$ cat config.mk
export PLATFORM = sky130hd
export DESIGN_NAME = interp_window
export DESIGN_NICKNAME = d
export VERILOG_FILES = /design/src/rtl/interp_pkg.sv /design/src/rtl/interp_window.sv
export SDC_FILE = /design/constraint.sdc
export NUM_CORES = 1
export LEC_CHECK = 0
export ABC_AREA = 1
export BUFFER_PORTS_ARGS = -buffer_cell sky130_fd_sc_hd__buf_2
export CORE_MARGIN = 2
export CORE_UTILIZATION = 25
export DETAILED_ROUTE_END_ITERATION = 6
export HOLD_SLACK_MARGIN = 0.02
export PLACE_DENSITY = 0.37
export SYNTH_ARGS = -nofsm -noshare
export SYNTH_HDL_FRONTEND = slang
export SYNTH_SLANG_ARGS = --single-unit
$ cat constraint.sdc
create_clock -name clk -period 3.1 [get_ports clk]
set_input_delay 0.31 -clock clk [delete_from_list [all_inputs] [get_ports clk]]
set_output_delay 0.31 -clock clk [all_outputs]
set_load 0.005 [all_outputs]
$ cat src/rtl/interp_pkg.sv
// Shared types and constant helpers for the linear interpolation window.
package interp_pkg;

  typedef enum logic [1:0] {
    EMPTY  = 2'd0,
    PRIMED = 2'd1,
    INTERP = 2'd2
  } interp_state_t;

  // Ceiling log2, usable in constant expressions for parameter-derived widths.
  function automatic int unsigned log2(input int unsigned v);
    int unsigned r;
    r = 0;
    for (int unsigned i = 0; i < 32; i++) begin
      if ((32'd1 << i) < v) r = i + 1;
    end
    return r;
  endfunction

endpackage

$ cat src/rtl/interp_window.sv
// Linear interpolator: emits N evenly spaced samples between each pair of consecutive inputs.
module interp_window
  import interp_pkg::*;
#(
  parameter int unsigned N          = 8,
  parameter int unsigned DATA_WIDTH = 16
) (
  input  logic                         clk,
  input  logic                         sreset,
  input  logic                         clear,
  input  logic signed [DATA_WIDTH-1:0] data_in,
  input  logic                         data_valid,
  output logic                         data_ready,
  output logic signed [DATA_WIDTH-1:0] sample_out,
  output logic                         sample_valid
);

  localparam int unsigned LG = log2(N);
  localparam int unsigned AW = DATA_WIDTH + LG + 1;
  localparam int unsigned SW = DATA_WIDTH + 1;
  localparam logic [LG-1:0] K_LAST = LG'(N - 1);

  interp_state_t               state_q;
  logic signed [DATA_WIDTH-1:0] prev_q;
  logic signed [DATA_WIDTH-1:0] cur_q;
  logic signed [AW-1:0]         acc_q;
  logic signed [SW-1:0]         step_q;
  logic [LG-1:0]                k_q;
  logic signed [DATA_WIDTH-1:0] out_q;
  logic                         valid_q;

  logic signed [AW-1:0] acc_d;
  logic signed [AW-1:0] prev_scaled;
  logic signed [SW-1:0] step_d;

  always_comb begin
    acc_d       = acc_q + AW'(step_q);
    prev_scaled = AW'(prev_q) <<< LG;
    step_d      = SW'(data_in) - SW'(prev_q);
  end

  // Sample k=0 is loaded on the accepting edge so every sample is visible while in INTERP.
  always_ff @(posedge clk or posedge sreset) begin
    if (sreset) begin
      state_q <= EMPTY;
      prev_q  <= '0;
      cur_q   <= '0;
      acc_q   <= '0;
      step_q  <= '0;
      k_q     <= '0;
      out_q   <= '0;
      valid_q <= 1'b0;
    end else if (clear) begin
      state_q <= EMPTY;
      prev_q  <= '0;
      cur_q   <= '0;
      acc_q   <= '0;
      step_q  <= '0;
      k_q     <= '0;
      valid_q <= 1'b0;
    end else begin
      case (state_q)
        EMPTY: begin
          valid_q <= 1'b0;
          if (data_valid) begin
            prev_q  <= data_in;
            state_q <= PRIMED;
          end
        end
        PRIMED: begin
          valid_q <= 1'b0;
          if (data_valid) begin
            cur_q   <= data_in;
            acc_q   <= prev_scaled;
            step_q  <= step_d;
            k_q     <= '0;
            out_q   <= prev_q;
            valid_q <= 1'b1;
            state_q <= INTERP;
          end
        end
        INTERP: begin
          if (k_q == K_LAST) begin
            prev_q  <= cur_q;
            k_q     <= '0;
            valid_q <= 1'b0;
            state_q <= PRIMED;
          end else begin
            acc_q   <= acc_d;
            out_q   <= DATA_WIDTH'(acc_d >>> LG);
            k_q     <= k_q + LG'(1);
            valid_q <= 1'b1;
          end
        end
        default: begin
          valid_q <= 1'b0;
          state_q <= EMPTY;
        end
      endcase
    end
  end

  assign data_ready   = (state_q != INTERP);
  assign sample_out   = out_q;
  assign sample_valid = valid_q;

endmodule

; ---- Yosys cells after proc, flatten, opt, wreduce, memory -nomap -nowiden
; Cells that the tools add are included.
; Widths: inputs -> output; s select.
[op_classes]
add_sub_neg = 3
muxes = 29
bitwise_logic = 1
n_eq_ne = 10
n_reduce_logical = 12
[ops]
columns = op, n
row1 = $mux 16, 7
row2 = $pmux 16 s2, 2
row3 = $mux 20, 3
row4 = $mux 17, 3
row5 = $pmux 20 s2, 1
row6 = $add 20x17->20, 1
row7 = $sub 16x16->17, 1
row8 = $ne 3x3->1 const B, 4
row9 = $mux 3, 3
row10 = $reduce_and 3->1, 3
row11 = $mux 2, 4
row12 = $ne 2x2->1 const B, 3
row13 = $pmux 2 s3, 1
row14 = $pmux 3 s2, 1
row15 = $reduce_bool 2->1, 3
row16 = $reduce_bool 3->1, 2
row17 = $reduce_and 2->1, 2
row18 = $reduce_and 4->1, 1
row19 = $add 3x1->3 const B, 1
row20 = $eq 3x3->1 const B, 1
row21 = $mux 1, 3
row22 = $eq 2x1->1 const B, 1
row23 = $eq 2x2->1 const B, 1
row24 = $logic_not 2->1, 1
row25 = 2 further kinds, 2
[totals]
ff_bits = 91
output_inout_bits = 18
wordCells = 63

; ---- Depth between registers and ports, before layout
; Gate-level depths: netlist of run 1.
[logic_depth]
word_depth = 4
mapped_depth = 13
mapped_depth_nobuf = 13

; ---- Worst setup path before layout of run 1
; No wires, ideal clock.
[synth_timing]
path_type = register to register
from = register state_q[0]
to = register out_q[2], in the netlist sample_out[2]
required_time_ns = 2.976
arrival_time_ns = 1.736
setup_ns = 0.124
n_path_buf = 2
path_stages_with_launch = 11
slack_ns = 1.240
path_cell_list = dfrtp_1 > inv_1 > ha_1 > buf_2 > nand2_1 > inv_1 > nor4_4 > clkinv_1 > buf_2 > nand2_1 > nand2_1
[synth_via]
elab_chain_cells = 3
[synth_lines]
columns = item, line_no
row1 = "start, declared", interp_window.sv:23  ; interp_state_t state_q;
row2 = "start signal, assigned", interp_window.sv:45  ; state_q <= EMPTY;
row3 = "start signal, assigned", interp_window.sv:54  ; state_q <= EMPTY;
row4 = "start signal, assigned", interp_window.sv:67  ; state_q <= PRIMED;
row5 = $eq 2x2->1 or $eq 2x1->1 (tied branches), interp_window.sv:62  ; case (state_q)
row6 = $ne 2x2->1 (no line) or $reduce_bool 2->1 (tied branches), -
row7 = $reduce_and 4->1 (no line), -
row8 = "end signal, assigned", interp_window.sv:77  ; out_q <= prev_q;
row9 = "end signal, assigned", interp_window.sv:90  ; out_q <= DATA_WIDTH'(acc_d >>> LG);
row10 = "end, declared", interp_window.sv:29  ; logic signed [DATA_WIDTH-1:0] out_q;
; Parallel ways exist; a longest one is shown, timed or not.
; A chain may end at the register's enable or synchronous reset.

; ---- Final worst setup path of run 1
[layout_timing]
from = register state_q[0]
to = register out_q[0], in the netlist sample_out[0]
; Same word-level chain as after synthesis.

==> results of run 1 <==
==> layout make-up <==
| cell class | count | area, um^2 | area share, % |
|---|---|---|---|
| multi-input combinational | 563 | 2932 | 44.85 |
| tap | 285 | 356.6 | 5.456 |
| timing repair buffer | 41 | 227.7 | 3.484 |
| inverter | 116 | 440.4 | 6.738 |
| clock buffer | 11 | 252.7 | 3.867 |
| sequential | 90 | 2252 | 34.46 |
| clock inverter | 4 | 75.07 | 1.149 |
==> final timing paths <==
path                                            start                          to  slack [ps]  depth (start not counted)
max                            state_q[0]$_DFFE_PP0P_   sample_out[0]$_DFFE_PP0P_         710                          8
min                                            sreset        cur_q[1]$_DFFE_PP0P_          60                          2
max reg2reg                    state_q[0]$_DFFE_PP0P_   sample_out[0]$_DFFE_PP0P_         710                          8
min reg2reg                sample_out[15]$_DFFE_PP0P_  sample_out[15]$_DFFE_PP0P_         480                          2
max in group asynchronous                      sreset  sample_out[12]$_DFFE_PP0P_        2370                          3
min in group clk                          data_in[13]       cur_q[13]$_DFFE_PP0P_         250                          3
==> synthesized netlist by cell type (all sizes together) <==
cell type / n / area (um^2)
clkinv: 2 / 7.510
nand4: 1 / 6.260
a21oi: 41 / 212.7
o211ai: 8 / 60.06
o21bai: 3 / 22.52
o21ai: 49 / 245.2
a21o: 1 / 7.510
xnor2: 3 / 26.28
nand3: 65 / 325.3
nor4: 1 / 21.27
ha: 40 / 500.5
or2: 1 / 6.260
fa: 2 / 40.04
clkbuf: 10 / 38.78
inv: 114 / 430.4
a22o: 1 / 8.760
a32o: 1 / 10.01
dfrtp: 90 / 2252
xor2: 4 / 35.03
nor2: 42 / 162.6
nand2: 259 / 984.7
and2: 1 / 6.260
a211oi: 2 / 15.01
buf: 8 / 43.78
o22ai: 32 / 200.2
nor3: 6 / 35.03
==> cell families after synthesis <==
logic type | share of synthesized area, %
AO/OA/AOI/OAI | 13.71
adder cells (fa/ha/maj) | 9.476
flip-flops | 39.48
buffers and inverters | 9.124
XOR/XNOR | 1.075
AND/OR/NAND/NOR | 27.13
==> through the flow <==
| stage | util, % | instances | cell area (um^2) |
|---|---|---|---|
| 3_3_place_gp | 27.59 | 1095 | 6208 |
| 2_1_floorplan | - | 787 | 5704 |
| 6_report | 29.05 | 1110 | 6536 |
| 5_1_grt | 29.05 | 1110 | 6536 |
| 3_5_place_dp | 27.59 | 1095 | 6208 |
| 4_1_cts | 29.05 | 1110 | 6536 |
==> worst max-delay path, stage by stage (launching register included) <==
cell and delay (ps):
dfrtp_1 380, inv_1 100, ha_1 230, buf_4 230, nand2_1 90, inv_1 80, nor4_4 230, clkinv_1 610
o21ai_0 350
==> power groups by stage <==
stage	logic, W	registers [W]	clock network, W
finish	0.00258	0.00177	0.00125
global route	0.00301	0.00181	0.00133
CTS	0.00263	0.00177	0.00130
detailed placement	0.00262	0.00179	0
global placement	0.00263	0.00180	0
floorplan	0.00188	0.00172	0
==> flip-flops by register name, indices dropped and copies added (netlist names) <==
register and count:
cur_q 16, step_q 17, sample_valid 1, state_q 2
prev_q 16, acc_q 19, k_q 3, sample_out 16
==> cell usage in the layout, fill, tap and decap left out, types with 9 or more instances in the layout <==
master / instances
o22ai_1: 32
clkbuf_16: 9
buf_2: 37
a21oi_1: 39
inv_1: 108
dfrtp_1: 90
o21ai_0: 49
nor2_1: 40
ha_1: 40
nand3_1: 65
nand2_1: 256
==> layer usage <==
metal	GRT usage, %	vias to the layer above	share of wire (%)
met3	2.033	6	1.6
met5	0	-	0
met2	22.67	43	44
li1	-	2625	-
met4	4.233	0	0.81
met1	21.39	2242	54
==> results.py, run 1 <==
metrics = {
    "pwr": {
        "seq_power_share_pct": 31.6,
        "power.density_nw_per_um2": 858.2,
        "switching_share_pct": 44.03,
        "ir_drop_mv": 0.2746,
        "p_int_w": 0.003140,
        "p_clk_share_pct": 22.3,
        "power_w": 0.005609,
        "p_leak_nw": 3.456,
        "power_frac_comb_pct": 46.1,
        "p_sw_w": 0.002470,
    },
    "logic_synthesis": {
        "seq_area_frac_synth_pct": 39.48,
        "synth.avg_cell_area_um2": 7.248,
        "syn_nets": 849,
        "ys_ff_latch": 90,
        "yosysWarnings": 0,
        "yosysUniqueCellTypes": 36,
        "synthCells": 787,
        "synth_area_um2": 5704,
    },
    "routing": {
        "routedWlPerCell_um": 14.93,
        "drc": 0,
        "drtIter0Drc": 212,
        "routed_wl_um": 16570,
        "antenna_left": 0,
        "vias": 4916,
        "via_per_inst": 4.429,
        "first_pass_iters": 4,
    },
    "sta": {
        "hold_viol_final": 0,
        "tightest_slew_ps": 725.7,
        "max_freq_mhz": 419.0,
        "drv_slew": 0,
        "fin_crit_ps": 2386,
        "fin_ws_ps": 713.6,
        "setup_viol": 0,
        "fin_crit_sh_pct": 76.98,
        "slew_headroom_pct": 51.56,
        "holdWs_ps": 62.16,
        "rsz0062_at_grt": "no",
        "final.setup.tns_ps": 0,
        "fin_worst_skew_ps": 7.103,
    },
    "global_routing": {
        "grt_pass1_vias": 5047,
        "grt_pass1_wl_um": 27430,
        "grt_start_max_net_pins": 51,
        "antenna_found_initial": 0,
        "grt_overflow": 0,
        "track_usage_pct": 14.69,
    },
    "floorplan": {
        "initial_core_util_pct": 25.35,
        "num_rows": 55,
        "die_w_um": 155.1,
        "die_h_um": 155.1,
        "core_area_um2": 22500,
        "io_pins": 38,
        "die-area_um2": 24040,
    },
    "critical_path": {
        "cp-start-kind": "flop",
        "cp_max_fo": 24,
        "arrival_ps": 2650,
        "cp.required_ps": 3360,
        "critical_path_class": "flop to flop",
        "end_kind": "flop",
    },
    "outcome": {
        "status": "complete, no violations",
    },
    "clock_network": {
        "cts_setup_buffers": 0,
        "clock_path_buffers": 2,
        "htree_levels": 3,
        "holdBufCountCts": 0,
        "cts_inserted_buffers": 9,
        "cts-resized-gates": 0,
        "clock_sinks": 90,
        "clkTransAtPathRegs_ps": 70,
        "clk-insertion-delay-late_ps": 350,
        "clockRootBuffer": "clkbuf_16",
        "cts_tree": "done",
    },
    "layout": {
        "n_antenna_cell": 0,
        "drive_above_1_share_pct": 8.727,
        "syn2layout_area_growth_pct": 14.59,
        "nFillCells": 2453,
        "layout.nets": 883,
    },
    "placement": {
        "dp_slack_ps": 639.7,
        "hpwl_um": 12540,
        "io_buffer_count": 37,
        "gp_congestion": 0.7857,
    },
    "min_path": {
        "min_path_type": "input port to async pin",
    },
    "job": {
        "cap_viol_max_count": 0,
    },
}
(Power assumes the default switching activity.)
==> run 2: changes to the inputs <==
--- a/config.mk
+++ b/config.mk
@@ -5,7 +5,7 @@
 export SDC_FILE = /design/constraint.sdc
 export NUM_CORES = 1
 export LEC_CHECK = 0
-export ABC_AREA = 1
+export ABC_AREA = 0
 export BUFFER_PORTS_ARGS = -buffer_cell sky130_fd_sc_hd__buf_2
 export CORE_MARGIN = 2
 export CORE_UTILIZATION = 25
==> constraint.sdc (replaced) <==
create_clock -name clk -period 2.4 [get_ports clk]
set_input_delay 0.24 -clock clk [delete_from_list [all_inputs] [get_ports clk]]
set_output_delay 0.24 -clock clk [all_outputs]
set_load 0.005 [all_outputs]
==> results.py, run 2 <==
metrics = {
    "outcome": {
        "status": "finished, violations left",
        "failed_checks": "negative setup slack",
    },
    "critical_path": {
        "crit_path_start": "prev_q[0]$_DFFE_PP0P_",
        "cp-start-kind": "flop",
        "critical_path_class": "flop to flop",
        "cp.required_ps": 2700,
        "rrSetupSlack_ps": -40,
        "reg2reg_depth": 9,
        "cp_max_fo": 3,
        "reg2reg_to": "step_q[14]$_DFFE_PP0P_",
        "endpoint": "step_q[14]$_DFFE_PP0P_",
        "rr_startpoint": "prev_q[0]$_DFFE_PP0P_",
        "arrival_ps": 2740,
        "end_kind": "flop",
    },
    "sta": {
        "fin_crit_ps": 2437,
        "rsz0062_at_grt": "yes",
        "fin_worst_skew_ps": 12.75,
        "max_freq_mhz": 410.4,
        "hold_viol_final": 0,
        "drv_slew": 0,
        "setup_viol": 1,
        "tightest_slew_ps": 756.5,
        "slew_headroom_pct": 49.46,
        "fin_ws_ps": -36.87,
        "fin_crit_sh_pct": 101.5,
        "final.setup.tns_ps": -36.87,
    },
    "floorplan": {
        "die-area_um2": 24500,
        "die_h_um": 156.5,
        "num_rows": 55,
        "initial_core_util_pct": 25.61,
        "die_w_um": 156.5,
        "core_area_um2": 22710,
        "io_pins": 38,
    },
    "pwr": {
        "switching_share_pct": 41.67,
        "power_frac_comb_pct": 48.6,
        "p_clk_share_pct": 20.6,
        "p_leak_nw": 3.146,
        "ir_drop_mv": 0.3147,
        "seq_power_share_pct": 30.7,
        "power.density_nw_per_um2": 1021,
        "p_int_w": 0.004271,
        "p_sw_w": 0.003051,
    },
    "logic_synthesis": {
        "synth-async-reset-ratio_pct": 100.0,
        "synth_edf_count": 0,
        "ys_ff_latch": 90,
        "synthMostInstantiatedCell": "dfrtp_1",
        "synth_area_um2": 5817,
        "yosysWarnings": 0,
        "synthCells": 632,
        "yosys.area.top_type_share_pct": 38.72,
        "synth_common_cells": "dfrtp_1 (90), nand2_1 (67), nor2_1 (49)",
        "yosysUniqueCellTypes": 67,
        "synth.avg_cell_area_um2": 9.204,
        "yosys.area.top_type": "dfrtp_1",
        "seq_area_frac_synth_pct": 38.72,
        "syn_nets": 694,
        "ys.flop_type": "dfrtp_1",
        "synthTopCellsByArea": "dfrtp_1 (39%), ha_1 (8.6%), mux2i_1 (5.2%)",
    },
    "layout": {
        "largest_reg_flops": 19,
        "layout.nets": 768,
        "syn2layout_area_growth_pct": 23.32,
        "final_cell_mix": "dfrtp_1 (90), nand2_1 (67), buf_4 (57)",
        "largestRegisters": "acc_q x19, step_q x17",
        "final_common_cell": "dfrtp_1",
        "n_antenna_cell": 0,
        "drive_above_1_share_pct": 23.07,
        "largest-register": "acc_q",
    },
    "global_routing": {
        "grt_util_met3_pct": 1.939,
        "grt_pass1_wl_um": 28100,
        "gr-max-usage-layer": "met2",
        "grt_pass1_vias": 5099,
        "grtUsageMet1_pct": 21.59,
        "grt_start_max_net_pins": 35,
        "antenna_found_initial": 0,
        "track_usage_pct": 14.92,
        "grt_overflow": 0,
        "use_met2_pct": 23.03,
    },
    "routing": {
        "routed_wl_um": 17390,
        "drc": 0,
        "routedWlPerCell_um": 17.46,
        "drtIter0Drc": 263,
        "via_per_inst": 4.953,
        "first_pass_iters": 5,
        "antenna_left": 0,
        "vias": 4933,
    },
    "clock_network": {
        "clock_sinks": 90,
        "cts_tree": "done",
        "clk-insertion-delay-late_ps": 370,
        "htree_levels": 3,
        "clkTransAtPathRegs_ps": 80,
        "cts_inserted_buffers": 9,
        "clock_path_buffers": 2,
        "clockRootBuffer": "clkbuf_16",
    },
    "placement": {
        "io_buffer_count": 37,
        "gp_congestion": 0.8784,
        "dp_slack_ps": -207.2,
        "hpwl_um": 13230,
    },
    "min_path": {
        "min_path_type": "input port to flop",
    },
    "job": {
        "cap_viol_max_count": 0,
    },
}
run 2: worst max-delay path, stage by stage (launching register included):
cell       delay, ps
dfrtp_1          350
ha_2             190
inv_2             40
fa_2             360
a211oi_4         270
o211ai_2         160
a2111oi_2        320
nor3_1           110
or4_1            470
nand3_1           90
run 2: worst min-delay path by stage:
stage / from / to / slack, ps / depth (start not counted)
3_3_place_gp: sreset / cur_q[2]$_DFFE_PP0P_ / 410 / 2
3_5_place_dp: sreset / cur_q[2]$_DFFE_PP0P_ / 410 / 2
5_1_grt: data_in[12] / cur_q[12]$_DFFE_PP0P_ / 150 / 2
2_1_floorplan: data_in[1] / cur_q[1]$_DFFE_PP0P_ / 370 / 1
6_report: data_in[13] / cur_q[13]$_DFFE_PP0P_ / 140 / 2
4_1_cts: data_in[13] / cur_q[13]$_DFFE_PP0P_ / 130 / 2
run 2: layer usage:
| metal | up-vias | wire, um | part of all wire (%) |
|---|---|---|---|
| met5 | - | 0 | 0 |
| met3 | 15 | 640 | 3.7 |
| met4 | 0 | 232 | 1.3 |
| met2 | 74 | 7509 | 43 |
| li1 | 2474 | - | - |
| met1 | 2370 | 9010 | 52 |
run 2: kinds of logic after synthesis:
kind of cell	share of synthesized area [%]
adder cells (fa/ha/maj)	9.292
multiplexers	5.550
XOR/XNOR	2.409
AND/OR/NAND/NOR	15.38
AO/OA/AOI/OAI	24.35
flip-flops	38.72
buffers and inverters	4.302
run 2: power by group through the flow:
stage / logic (W) / registers, W / clock network [W]
CTS: 0.00349 / 0.00226 / 0.00156
global placement: 0.00341 / 0.00227 / 0
floorplan: 0.00225 / 0.00219 / 0
detailed placement: 0.00345 / 0.00228 / 0
finish: 0.00356 / 0.00225 / 0.00151
global route: 0.00400 / 0.00232 / 0.00161
run 2: repair_timing:
action,CTS,global route
setup endpoints to repair,13,14
resized for setup,9,21
setup buffers,0,3
hold endpoints to repair,5,0
pin swaps,3,7
hold buffers,1,0
run 2: through the flow:
stage | instances | utilization, % | area (um^2) | hold slack [ps] | power (W)
6_report | 996 | 31.59 | 7173 | 136.2 | 0.007322
5_1_grt | 996 | 31.59 | 7173 | 146.7 | 0.007940
4_1_cts | 993 | 31.07 | 7057 | 130.9 | 0.007309
3_5_place_dp | 976 | 29.50 | 6700 | 409.9 | 0.005726
3_3_place_gp | 976 | 29.50 | 6700 | 408.9 | 0.005685
2_1_floorplan | 632 | - | 5821 | 372.5 | 0.004436
run 2: layout make-up:
class / instances / area (um^2)
clock inverters: 7 / 77.57
inverters: 24 / 93.84
fillers: 2382 / 15540
clock buffers: 9 / 225.2
well taps: 285 / 356.6
multi-input cells: 482 / 3465
repair buffers: 99 / 703.2
flip-flops and latches: 90 / 2252
